--- src/rtl/config_source_arbiter.sv ---
// config_source_arbiter: gives one of UART, BitBang or Self ownership of the ConfigFSM write port for a whole session.
// Ports:
//   CLK, Reset_n                      clock, asynchronous active-low reset
//   UART_Active/BitBang_Active/Self_Active                  session request levels
//   UART_WriteData/BitBang_WriteData/SelfWriteData          32-bit source write words
//   UART_WriteStrobe/BitBang_WriteStrobe/SelfWriteStrobe    single-cycle source strobes
//   DropClear                         synchronous clear of DropCount
//   ConfigWriteData/ConfigWriteStrobe registered write to ConfigFSM
//   SessionReset                      one-cycle ConfigFSM reset on every ownership switch
//   Owner                             00 none, 01 UART, 10 BitBang, 11 Self
//   Busy                              high outside IDLE
//   DropCount                         saturating count of cycles with a discarded strobe
module config_source_arbiter #(
    parameter int GAP_CYCLES  = 2,
    parameter int HOLD_CYCLES = 4,
    parameter bit PREEMPT     = 1'b1
) (
    input  logic        CLK,
    input  logic        Reset_n,
    input  logic        UART_Active,
    input  logic        BitBang_Active,
    input  logic        Self_Active,
    input  logic [31:0] UART_WriteData,
    input  logic [31:0] BitBang_WriteData,
    input  logic [31:0] SelfWriteData,
    input  logic        UART_WriteStrobe,
    input  logic        BitBang_WriteStrobe,
    input  logic        SelfWriteStrobe,
    input  logic        DropClear,
    output logic [31:0] ConfigWriteData,
    output logic        ConfigWriteStrobe,
    output logic        SessionReset,
    output logic [1:0]  Owner,
    output logic        Busy,
    output logic [7:0]  DropCount
);
    typedef enum logic [1:0] {IDLE, SWITCH, OWN, RELEASE} stateType;
    // One counter serves both the guard gap and the release hold; the two never overlap.
    localparam int CntW = $clog2((GAP_CYCLES > HOLD_CYCLES ? GAP_CYCLES : HOLD_CYCLES) + 1);
    stateType state, stateNext;
    logic [1:0] ownerNext, best;
    logic [CntW-1:0] cnt, cntNext;
    logic [3:0] activeVec, strobeVec, fwdMask;
    logic [31:0] ownerData;
    logic ownerActive, forward, drop, preemptNow, switchNow;
    // Bit 0 stands for "no owner" so the owner code indexes the vectors directly.
    assign activeVec = {Self_Active, BitBang_Active, UART_Active, 1'b0};
    assign strobeVec = {SelfWriteStrobe, BitBang_WriteStrobe, UART_WriteStrobe, 1'b0};
    assign best = UART_Active ? 2'd1 : BitBang_Active ? 2'd2 : Self_Active ? 2'd3 : 2'd0;
    assign ownerActive = activeVec[Owner];
    assign ownerData = Owner == 2'd1 ? UART_WriteData : Owner == 2'd2 ? BitBang_WriteData : SelfWriteData;
    assign forward = (state == OWN || state == RELEASE) && strobeVec[Owner];
    assign fwdMask = forward ? (4'b0001 << Owner) : 4'b0000;
    assign drop = |(strobeVec & ~fwdMask);
    // Lower code means higher priority; Owner is 00 only in IDLE where this is unused.
    assign preemptNow = PREEMPT && best != 2'd0 && best < Owner;
    assign Busy = state != IDLE;
    always_comb begin
        stateNext = state;
        ownerNext = Owner;
        cntNext = cnt;
        switchNow = 1'b0;
        case (state)
            IDLE: switchNow = best != 2'd0;
            SWITCH: begin
                if (preemptNow) switchNow = 1'b1;
                else if (cnt == CntW'(1)) stateNext = OWN;
                else cntNext = cnt - CntW'(1);
            end
            OWN: begin
                if (preemptNow) switchNow = 1'b1;
                else if (!ownerActive) begin
                    stateNext = RELEASE;
                    cntNext = CntW'(HOLD_CYCLES);
                end
            end
            RELEASE: begin
                if (preemptNow) switchNow = 1'b1;
                else if (ownerActive) stateNext = OWN;
                else if (cnt == CntW'(1)) begin
                    if (best != 2'd0) switchNow = 1'b1;
                    else begin
                        stateNext = IDLE;
                        ownerNext = 2'd0;
                    end
                end else cntNext = cnt - CntW'(1);
            end
            default: ;
        endcase
        if (switchNow) begin
            stateNext = SWITCH;
            ownerNext = best;
            cntNext = CntW'(GAP_CYCLES);
        end
    end
    always_ff @(posedge CLK or negedge Reset_n) begin
        if (!Reset_n) begin
            state <= IDLE;
            Owner <= 2'd0;
            cnt <= '0;
            SessionReset <= 1'b0;
            ConfigWriteStrobe <= 1'b0;
            ConfigWriteData <= '0;
            DropCount <= '0;
        end else begin
            state <= stateNext;
            Owner <= ownerNext;
            cnt <= cntNext;
            SessionReset <= switchNow;
            ConfigWriteStrobe <= forward;
            if (forward) ConfigWriteData <= ownerData;
            if (DropClear) DropCount <= '0;
            else if (drop && DropCount != 8'hFF) DropCount <= DropCount + 8'd1;
        end
    end
endmodule

--- config.mk ---
export PLATFORM = sky130hd
export DESIGN_NAME = config_source_arbiter
export DESIGN_NICKNAME = d
export VERILOG_FILES = /design/src/rtl/config_source_arbiter.sv
export SDC_FILE = /design/constraint.sdc
export NUM_CORES = 1
export LEC_CHECK = 0
export ABC_CLOCK_PERIOD_IN_PS = 2400
export CORE_MARGIN = 2
export CORE_UTILIZATION = 38
export CTS_CLUSTER_DIAMETER = 50
export DETAILED_ROUTE_END_ITERATION = 7
export PLACE_DENSITY = 0.79
export SETUP_SLACK_MARGIN = 0.4
export SLEW_MARGIN = 0
export SYNTH_ARGS = -nofsm -noshare
export SYNTH_HDL_FRONTEND = slang
export SYNTH_SLANG_ARGS = --single-unit
--- constraint.sdc ---
create_clock -name CLK -period 2.4 [get_ports CLK]
set_input_delay 0.48 -clock CLK [delete_from_list [all_inputs] [get_ports CLK]]
set_output_delay 0.48 -clock CLK [all_outputs]
set_load 0.005 [all_outputs]
==> impl_results.md <==
- Final setup viols: 0
- Mapped Area: 3370 µm²
- Peak VDD IR: 0.000522 V
- Initial antenna violation count: 0
- Tot Pwr: 0.00590 W
- Crit path largest cell delay: 0.44 ns
- Fin nets: 663
- Most frequent cell on the critical path: buf_6
- First-pass GRT wire length: 16.4 mm
- Clock Skew: 0.00710 ns
- Synth area leader: dfrtp_1
- Share of cells above drive strength 1: 22.4%
- Synth top area cells: dfrtp_1 (36%), mux2i_1 (11%), mux2_2 (11%)
- Final HPWL DP: 6.88 mm
- CP Data Required Time: 2.62 ns
- ANT nets after route: 0
- Final Cycle Share: 88.7%
- Num rows: 34
- Ant. Diodes: 0
- Yosys Warn Count: 0
- Number of enable flip-flop cells after synthesis: 0
- Pins Over Slew Limit: 0
- Combinational power share: 67.9%
- Top_reg_cell synth: dfrtp_1
- Startpoint types: flip-flop
- GR Overflow Total: 0
- GPL Wtd Cong: 0.961
- Synth Register Bits: 49
- Hold Violations, Final: 0
- Flop pwr share: 23.7%
- Iteration-0 DRC Markers: 82
- Unrepaired setup endpoints after global routing: true
- Starting Density: 39.0%
- H-tree depth: 2
- WL/cell: 15.4 µm
- Crit Path Class: reg -> reg
- Distinct cells, synth: 51
- Vias in the first global route: 3537
- Slowest CP cell: dfrtp_1
- Max-slew headroom: 63.6%
- Vias: 3357
- F_max: 470 MHz
- Largest net degree at the start of global routing: 68
- DR pass1 iterations: 4
- Post-route DRC violation count: 0
- Chip height: 98.1 µm
- CP Max Fanout: 5
- Most common cell after layout, fill and taps aside: clkdlybuf4s50_1
- Pleak: 2.51 nW
- CTS tree: done
- CP cell instances: inv_2 -> ha_4 -> nor2_4 -> nor2_2 -> a221o_1 -> nand2b_4 -> inv_4 -> buf_6 -> buf_6 -> a311oi_2 -> o2bb2ai_1
- Async S/R FF share, synth: 100%
- Die area: 9630 µm²
- Sw power: 0.00228 W
- Place WS: -0.355 ns
- Die width: 98.1 µm
- Post-Syn Nets: 489
- Worst-path clk slew: 0.10 ns
- # clock sinks: 49
- Wirelength, routed: 10.1 mm
- P_int: 0.00361 W
- Worst slew pin tran: 0.538 ns
- Power Density: 1060 nW/µm²
- Critical path arrival: 2.35 ns
- Final worst slack: 0.271 ns
- Longest Clk Path Bufs: 2
- Vias per std cell: 5.10
- Sequential share of the synthesized area: 36.4%
- Status: completed
- Min Tclk post-route: 2.13 ns
- Layout area overhead: 65.9%
- Total CTS buffers: 5
- Switch share: 38.7%
- Core box area: 8640 µm²
- Crit end category: flip-flop
- CTS root buffer: clkbuf_8
- I/O Pins: 150
- Worst Hold Class: in -> async
- Most frequent cells in the layout: clkdlybuf4s50_1 (143), nand2_1 (67), o21ai_0 (65)
- Mean post-synth cell area: 8.98 µm²
- Total Routing Usage GR: 20.7%
- PortBufs: 149
- Yosys top cell area share: 36.4%
- Maxcap violations: 0
- Mapped Cells: 375
- Clk pwr share: 8.3%
- Worst skew pair latency: 0.30 ns
## power by group through the flow
stage / registers (W) / clock network [W] / logic [W]
after floorplan: 0.00139 / 0 / 0.00191
after global placement: 0.00139 / 0 / 0.00313
after detailed placement: 0.00140 / 0 / 0.00324
after CTS: 0.00140 / 0.000507 / 0.00384
after global routing: 0.00145 / 0.000545 / 0.00437
final: 0.00140 / 0.000491 / 0.00400
## synth_stat cells, types with 2 or more instances
library cell and n:
o21ai_0 66, mux2i_1 36, o22a_1 2, inv_1 11
mux2_4 2, ha_1 9, mux2_2 32, nand4_1 3
nand2b_1 3, clkbuf_1 13, a311oi_1 2, nor2b_1 2
and4_1 2, and2_1 2, nand3_1 4, dfrtp_1 49
and3_1 2, nor3_1 3, buf_2 6, nor2_1 19
buf_1 4, xor2_1 5, nand2_1 68, a21oi_1 3
## path summary, 6_finish.rpt
| path | cells past startpoint | from | end | slack [ns] |
|---|---|---|---|---|
| setup / recovery | 11 | state[1] | state[1] | 0.27 |
| min in group CLK | 2 | ConfigWriteData[0] | ConfigWriteData[0] | 0.48 |
| max in group asynchronous | 2 | Reset_n | ConfigWriteData[4] | 1.94 |
| hold / removal | 2 | Reset_n | cnt[0] | 0.16 |
| setup reg to reg | 11 | state[1] | state[1] | 0.27 |
| hold reg to reg | 2 | ConfigWriteData[0] | ConfigWriteData[0] | 0.48 |
## critical path, delay by kind of cell (launching register included)
kind	cells	cell delay, ns
compound gates	3	0.74
fa+ha+maj	1	0.25
flops	1	0.44
simple gates	3	0.28
buf+inv	4	0.34
## per-stage QoR
stage | util (%) | hold WS, ns | instance area (µm²) | std cells | setup TNS, ns
global route | 64.7 | 0.163 | 5590 | 658 | 0
CTS | 63.9 | 0.154 | 5510 | 657 | 0
global placement | 58.9 | 0.462 | 5090 | 627 | -0.831
finish | 64.7 | 0.160 | 5590 | 658 | 0
floorplan | - | 0.184 | 3420 | 375 | 0
detailed placement | 58.9 | 0.470 | 5090 | 627 | -1.44
## cell type report
cell class	instances	area [µm²]
fill	707	3050
clock buffer	5	68.8
tap	108	135
multi-input combinational	290	2160
timing repair buffer	191	1920
sequential	49	1230
inverter	12	50.0
clock inverter	3	21.3
## flip-flops by register name (all words and copies together) (netlist names)
| register | flops |
|---|---|
| ConfigWriteData | 32 |
| DropCount | 8 |
| cnt | 3 |
| Owner | 2 |
| state | 2 |
| ConfigWriteStrobe | 1 |
| SessionReset | 1 |
## timing repair
item	4_1_cts	5_1_grt
setup endpoints to repair	17	48
gates resized for setup	37	14
pin swaps	13	12
buffers inserted	20	1
hold buffers	0	0
cloned	2	0
## kinds of logic (layout without fill, tap and decap cells)
group / after synthesis / count (layout) / synth area share, %
multiplexers: 70 / 70 / 22.3
AO/OA/AOI/OAI: 91 / 91 / 16.9
buffers and inverters: 36 / 211 / 4.46
flip-flops: 49 / 49 / 36.4
XOR/XNOR: 6 / 6 / 1.56
AND/OR/NAND/NOR: 114 / 114 / 15.0
adder cells (fa/ha/maj): 9 / 9 / 3.34
## routing by layer
layer / share of wire [%] / up-vias / track usage, %
li1: - / 1663 / -
met1: 41 / 1556 / 24.3
met2: 52 / 120 / 38.3
met3: 6.0 / 18 / 4.44
met4: 1.8 / 0 / 5.58
met5: 0 / - / 0
(Power assumes the default switching activity.)
